**src/rtl/seg7_pkg.sv**
```systemverilog
// Shared definitions for the multiplexed 7-segment display bus.
// Both the scan encoder and the readback decoder import this package so
// the segment table exists in exactly one place.
package seg7_pkg;

    // Active-low segment patterns, bit6 = a ... bit0 = g.
    localparam logic [6:0] SEG_0     = 7'b0000001;
    localparam logic [6:0] SEG_1     = 7'b1001111;
    localparam logic [6:0] SEG_2     = 7'b0010010;
    localparam logic [6:0] SEG_3     = 7'b0000110;
    localparam logic [6:0] SEG_4     = 7'b1001100;
    localparam logic [6:0] SEG_5     = 7'b0100100;
    localparam logic [6:0] SEG_6     = 7'b0100000;
    localparam logic [6:0] SEG_7     = 7'b0001111;
    localparam logic [6:0] SEG_8     = 7'b0000000;
    localparam logic [6:0] SEG_9     = 7'b0000100;
    localparam logic [6:0] SEG_BLANK = 7'b1111111;

    // One-hot digit select values.
    localparam logic [3:0] DIG_UNITS     = 4'b0001;
    localparam logic [3:0] DIG_TENS      = 4'b0010;
    localparam logic [3:0] DIG_HUNDREDS  = 4'b0100;
    localparam logic [3:0] DIG_THOUSANDS = 4'b1000;

    localparam logic [3:0] MASK_FULL     = 4'b1111;
    localparam int unsigned VALUE_W      = 14;
    localparam int unsigned BADCNT_W     = 8;
    localparam logic [7:0]  BADCNT_MAX   = 8'd255;

    // Receive-side frame state.
    typedef enum logic [1:0] {
        COLLECT = 2'd0,
        CONVERT = 2'd1,
        DONE    = 2'd2
    } seg7_state_e;

    // True when exactly one select line is active.
    function automatic logic is_onehot4(input logic [3:0] sel);
        return (sel != 4'b0000) && ((sel & (sel - 4'b0001)) == 4'b0000);
    endfunction

    // Map a one-hot select to its slot index (units = 0 ... thousands = 3).
    function automatic logic [1:0] sel_to_index(input logic [3:0] sel);
        logic [1:0] idx;
        case (sel)
            DIG_UNITS:     idx = 2'd0;
            DIG_TENS:      idx = 2'd1;
            DIG_HUNDREDS:  idx = 2'd2;
            DIG_THOUSANDS: idx = 2'd3;
            default:       idx = 2'd0;
        endcase
        return idx;
    endfunction

    // acc*10 + digit using shift-add; the caller guarantees acc <= 999.
    function automatic logic [13:0] times10_plus(input logic [13:0] acc,
                                                 input logic [3:0]  digit);
        return (acc << 3) + (acc << 1) + {10'd0, digit};
    endfunction

endpackage

```
**src/rtl/seg7_pattern_decode.sv**
```systemverilog
// Combinational lookup from an active-low segment pattern to a BCD digit.
// Blank reads as 0 without error; any unknown pattern reads as 0 with err.
module seg7_pattern_decode
    import seg7_pkg::*;
(
    input  logic [6:0] i_seg,
    output logic [3:0] o_bcd,
    output logic       o_blank,
    output logic       o_err
);

    // Pattern table lookup; everything not in the table is flagged.
    always_comb begin
        o_bcd   = 4'd0;
        o_blank = 1'b0;
        o_err   = 1'b0;
        case (i_seg)
            SEG_0:     o_bcd = 4'd0;
            SEG_1:     o_bcd = 4'd1;
            SEG_2:     o_bcd = 4'd2;
            SEG_3:     o_bcd = 4'd3;
            SEG_4:     o_bcd = 4'd4;
            SEG_5:     o_bcd = 4'd5;
            SEG_6:     o_bcd = 4'd6;
            SEG_7:     o_bcd = 4'd7;
            SEG_8:     o_bcd = 4'd8;
            SEG_9:     o_bcd = 4'd9;
            SEG_BLANK: o_blank = 1'b1;
            default:   o_err = 1'b1;
        endcase
    end

endmodule

```
**src/rtl/seg7_scan_decoder.sv**
```systemverilog
// Readback decoder for the scanned 7-segment bus: collects one 4-digit
// frame, converts it MSB-first to binary and reports value/error/change.
module seg7_scan_decoder
    import seg7_pkg::*;
(
    input  logic        clk_d,
    input  logic        reset_n,
    input  logic        sample_en,
    input  logic [6:0]  seg_in,
    input  logic [3:0]  dig_in,
    input  logic        clear,
    output logic [13:0] value,
    output logic        frame_valid,
    output logic        frame_err,
    output logic        changed,
    output logic [7:0]  bad_sel_cnt
);

    // Decoded view of the bus this cycle.
    logic [3:0] w_bcd;
    logic       w_blank;
    logic       w_err;
    logic       w_sel_ok;
    logic [1:0] w_slot;
    logic       w_take;
    logic [3:0] w_mask_next;

    // Frame state.
    seg7_state_e r_state;
    logic [3:0]  r_mask;
    logic [3:0]  r_digit [0:3];
    logic [3:0]  r_err_slot;
    logic [13:0] r_acc;
    logic [1:0]  r_step;
    logic        r_first;

    // Registered outputs.
    logic [13:0] r_value;
    logic        r_frame_valid;
    logic        r_frame_err;
    logic        r_changed;
    logic [7:0]  r_bad_cnt;

    seg7_pattern_decode u_decode (
        .i_seg   (seg_in),
        .o_bcd   (w_bcd),
        .o_blank (w_blank),
        .o_err   (w_err)
    );

    assign w_sel_ok    = is_onehot4(dig_in);
    assign w_slot      = sel_to_index(dig_in);
    assign w_take      = sample_en & w_sel_ok & ~clear;
    assign w_mask_next = r_mask | dig_in;

    // Count rejected samples with an illegal select, in every state, saturating.
    always_ff @(posedge clk_d or negedge reset_n) begin
        if (!reset_n) begin
            r_bad_cnt <= 8'd0;
        end else if (sample_en && !w_sel_ok && (r_bad_cnt != BADCNT_MAX)) begin
            r_bad_cnt <= r_bad_cnt + 8'd1;
        end else begin
            r_bad_cnt <= r_bad_cnt;
        end
    end

    // Frame FSM: collect four slots, shift-add convert MSB first, publish.
    always_ff @(posedge clk_d or negedge reset_n) begin
        if (!reset_n) begin
            r_state       <= COLLECT;
            r_mask        <= 4'b0000;
            r_err_slot    <= 4'b0000;
            r_acc         <= 14'd0;
            r_step        <= 2'd0;
            r_first       <= 1'b1;
            r_value       <= 14'd0;
            r_frame_valid <= 1'b0;
            r_frame_err   <= 1'b0;
            r_changed     <= 1'b0;
            for (int i = 0; i < 4; i++) begin
                r_digit[i] <= 4'd0;
            end
        end else begin
            r_frame_valid <= 1'b0;
            case (r_state)
                COLLECT: begin
                    if (sample_en && clear) begin
                        r_mask <= 4'b0000;
                    end else if (clear) begin
                        // clear wins over any sample in the same cycle
                        r_mask <= 4'b0000;
                    end else if (w_take) begin
                        r_digit[w_slot]    <= w_bcd;
                        r_err_slot[w_slot] <= w_err;
                        r_mask             <= w_mask_next;
                        if (w_mask_next == MASK_FULL) begin
                            r_state <= CONVERT;
                            r_acc   <= 14'd0;
                            r_step  <= 2'd3;
                        end
                    end
                end
                CONVERT: begin
                    // thousands first; acc never exceeds 999 before the last step
                    r_acc <= times10_plus(r_acc, r_digit[r_step]);
                    if (r_step == 2'd0) begin
                        r_state <= DONE;
                    end else begin
                        r_step <= r_step - 2'd1;
                    end
                end
                DONE: begin
                    r_value       <= r_acc;
                    r_frame_err   <= |r_err_slot;
                    r_changed     <= r_first | (r_acc != r_value);
                    r_first       <= 1'b0;
                    r_frame_valid <= 1'b1;
                    r_mask        <= 4'b0000;
                    r_state       <= COLLECT;
                end
                default: begin
                    r_state <= COLLECT;
                    r_mask  <= 4'b0000;
                end
            endcase
        end
    end

    assign value       = r_value;
    assign frame_valid = r_frame_valid;
    assign frame_err   = r_frame_err;
    assign changed     = r_changed;
    assign bad_sel_cnt = r_bad_cnt;

    // Blank is accepted as digit 0; the flag itself is not needed further.
    logic w_unused;
    assign w_unused = w_blank;

endmodule

```
**config.mk**
```make
export PLATFORM = sky130hd
export DESIGN_NAME = seg7_scan_decoder
export DESIGN_NICKNAME = d
export VERILOG_FILES = /design/src/rtl/seg7_pkg.sv /design/src/rtl/seg7_pattern_decode.sv /design/src/rtl/seg7_scan_decoder.sv
export SDC_FILE = /design/constraint.sdc
export NUM_CORES = 1
export LEC_CHECK = 0
export CAP_MARGIN = 20
export CORE_MARGIN = 2
export CORE_UTILIZATION = 55
export CTS_CLUSTER_DIAMETER = 120
export DETAILED_ROUTE_END_ITERATION = 16
export PLACE_DENSITY = 0.82
export SLEW_MARGIN = 10
export SYNTH_ARGS = -nofsm -noshare
export SYNTH_HDL_FRONTEND = slang
export SYNTH_SLANG_ARGS = --single-unit
```
**constraint.sdc**
```tcl
create_clock -name clk_d -period 8 [get_ports clk_d]
set_input_delay 1.2 -clock clk_d [delete_from_list [all_inputs] [get_ports clk_d]]
set_output_delay 1.2 -clock clk_d [all_outputs]
set_load 0.02 [all_outputs]
```
==> results by group <==
Status
  • Outcome: completed

Critical path
  • Crit Path Max Fanout: 7
  • CP Launch Point: r_step[0]
  • Setup CP Type: flip-flop to flip-flop
  • Reg-to-reg slack, setup: 4.66 ns
  • Reg-to-Reg Start: r_step[0]
  • Crit end category: flip-flop
  • CP arrival: 3.58 ns
  • Worst Reg-to-Reg Cells: 10
  • Reg2reg end: r_acc[13]
  • Critical Path Source Type: flip-flop
  • WP data required: between 8 and 9 ns
  • CP endpoint: r_acc[13]

Pwr
  • Leakage: 2.03 nW
  • Int Power: 794 µW
  • Worst VDD drop: 0.145 mV
  • Pwr/cell area: around 270 mW/mm²
  • Clock power share: 22.8%
  • P_sw: between 400 and 500 µW
  • Comb pwr share: 37.1%
  • Sequential share of power: 40.1%
  • Switching part of the total: 35.6%

Clocking
  • H-tree depth: 3
  • CTS sink count: 68
  • Setup bufs post-CTS: 0
  • Clk slew on worst S/H paths: approximately 0.07 ns
  • Clock Tree Buf Depth: 2
  • Post-CTS Resized: 0
  • Hold buffers post-CTS: 0
  • Clk_lat worst skew: 0.35 ns
  • CTS tree: built
  • CTS Buf Count: 9
  • CTS root buf: clkbuf_8

Synth
  • Top cells by area, synth: dfrtp_1 43%, mux2_2 9.6%, ha_1 7.8%, xnor2_1 4.5%, xor2_1 2.7%
  • Mapped Area: 0.00386 mm²
  • Sequential-to-total area share from yosys stat: roughly 44%
  • Top FF cell, synth: dfrtp_1
  • Cell count after synthesis: 350
  • Yosys top cell area share: 43.5%
  • Post-synth EDFFs: 0
  • Yosys reg bits: 68
  • Mapped Avg Cell Area: 11.0 µm²
  • Yosys warns: 0
  • Asr flop ratio synth: 100%
  • Distinct cell type count after synthesis: 56
  • Syn Nets: 391
  • Dominant cell type by area after synthesis: dfrtp_1

Floorplanning
  • Initial core utilization: between 50% and 60%
  • Core Box Area: 0.00679 mm²
  • Die Y: 87.7 µm
  • Full die area: 0.00770 mm²
  • I/O Pins: 40
  • Die Wd: 87.7 µm
  • Row count: 30

Drt
  • Wire per inst: 15.6 µm
  • Metal-1 WL: approximately 3300 µm
  • Drt first-iter violations: about 130
  • First-pass iteration count of the detailed router: 4
  • Post-route ant nets: 0
  • Metal2 WL: ~3900 µm
  • Residual DRC: 0
  • Via count: 2,819
  • Vias/cell: 5.74
  • Highest metal used: met4
  • Post-Route WL: about 7600 µm
  • Met3 WL: 327 µm

Timing
  • Unrepaired setup endpoints after global routing: no
  • Final number of hold-violating endpoints: 0
  • Final Max Slew Viols: 0
  • Final clock skew: 0.0147 ns
  • Hold_ws: 0.487 ns
  • Final worst path period share: 41.7%
  • Slew margin rel.: approximately a third
  • Fmax: 300 MHz
  • Crit path time final: 3.34 ns
  • Worst-margin pin slew: 0.997 ns
  • Final setup viols: 0
  • Setup TNS: 0 ns

Final layout
  • Synth-to-Final Area Change: 17.2%
  • Layout cells sized above 1: 14.9%
  • Layout fillers: 520
  • Fin area: 0.00452 mm²
  • Antenna Diode Count: 0
  • Nets: 431

GRT
  • Vias in the first global route: 2,650
  • Pin count of the biggest net entering global routing: 69
  • First-pass GRT wire length: 12,800 µm
  • Total track usage: 21.7%
  • GRT Residual Overflow: 0
  • Antenna violations before repair: 0

Hold path
  • Worst min path class: flip-flop to flip-flop

Place
  • Port Buffers: 39
  • RePlAce Congestion: 0.800
  • Detailed placement HPWL: 5590 µm
  • DP Area: 0.00432 mm²

Job
  • Max cap viols: 0
## how the worst min path moves through the flow
stage	cells after the start	from	slack, ns	to
3_3_place_gp	2	r_digit[3]	0.47	r_digit[3]
3_5_place_dp	1	r_first	0.48	r_first
5_1_grt	1	r_first	0.49	r_first
4_1_cts	1	r_first	0.49	r_first
2_1_floorplan	2	r_digit[7]	0.44	r_digit[7]
6_report	1	r_first	0.49	r_first
## registers in the layout (all words and copies together) (netlist names)
| signal | cells |
|---|---|
| r_acc | 14 |
| r_step | 2 |
| frame_err | 1 |
| bad_sel_cnt | 8 |
| changed | 1 |
| r_digit | 16 |
| r_mask | 4 |
| r_first | 1 |
| r_err_slot | 4 |
| frame_valid | 1 |
| r_state | 2 |
| value | 14 |
## cells in the final DEF, fill, tap and decap left out, types with 11 or more instances in the layout
cell and instances:
mux2_2 33, ha_1 24, nand2_1 22, nor2_1 21
a21oi_1 12, dfrtp_1 67, xor2_1 12, clkdlybuf4s50_1 38
o21ai_0 11, xnor2_1 20
## power groups by stage
stage,Combinational [mW],Sequential (mW),Clock (mW)
4_1_cts,0.459,0.495,0.284
5_1_grt,0.505,0.506,0.298
3_5_place_dp,0.457,0.500,0
2_1_floorplan,0.269,0.514,0
3_3_place_gp,0.442,0.497,0
6_report,0.458,0.494,0.281
## logic make-up after synthesis
family	share of synthesized area [%]
xor gates and xnor gates	7.27
muxes	12.6
and+or+nand+nor	15.7
buffers and inverters	2.37
adders and majority gates	8.82
AOI/OAI and AO/OA	9.18
DFF	44.1
## metrics by stage
step	instances	total power [mW]	util, %	setup slack, ns
2_1_floorplan	350	0.783	-	4.86
3_3_place_gp	475	0.939	63.6	4.50
3_5_place_dp	475	0.958	63.6	4.33
4_1_cts	491	1.24	66.5	4.62
5_1_grt	491	1.31	66.5	4.45
6_report	491	1.23	66.5	4.66
## cell usage after synthesis (2+ instances only)
cell type  instances
nand4_1            8
nor4_1             4
o31ai_1            2
ha_1              24
nand2b_1           4
and3_1             4
nor3b_1            2
xor2_1            12
a21oi_1           12
clkbuf_1           6
nand3_1           10
nor2_1            21
nand3b_1           5
o21ai_0           11
xnor2_1           20
buf_2              4
or4_1              2
a31oi_1            3
o211ai_1           2
dfrtp_1           67
mux4_2             4
o22ai_1            3
mux2_2            33
and2_1             4
nand2_1           22
inv_1             10
fa_1               2
a22o_1             6
mux2_1             2
nor3_1             8
a22oi_1            2
nor2b_1            6
a211oi_1           2
## per-layer routing
layer,GRT usage (%),vias up
met5,0,-
met4,9.09,0
met3,4.52,10
met2,35.9,75
met1,28.0,1376
li1,-,1358
## area by class of cell
cell class	count	area (µm²)	share of cell area, %
Clock inverter	3	46.3	1.02
Tap cell	96	120	2.66
Multi-Input combinational cell	260	2060	45.7
Timing Repair Buffer	41	400	8.86
Sequential cell	68	1700	37.7
Inverter	10	37.5	0.831
Clock buffer	13	149	3.29
## worst max-delay path: stages (launching register included)
cell,delay (ns)
dfrtp_1,0.54
mux4_2,0.57
inv_1,0.08
fa_1,0.41
inv_1,0.12
ha_1,0.24
a21oi_1,0.25
or3b_2,0.19
a21oi_1,0.10
or4_1,0.47
a32o_1,0.27
Note: power is estimated with default switching activity, not from simulation.
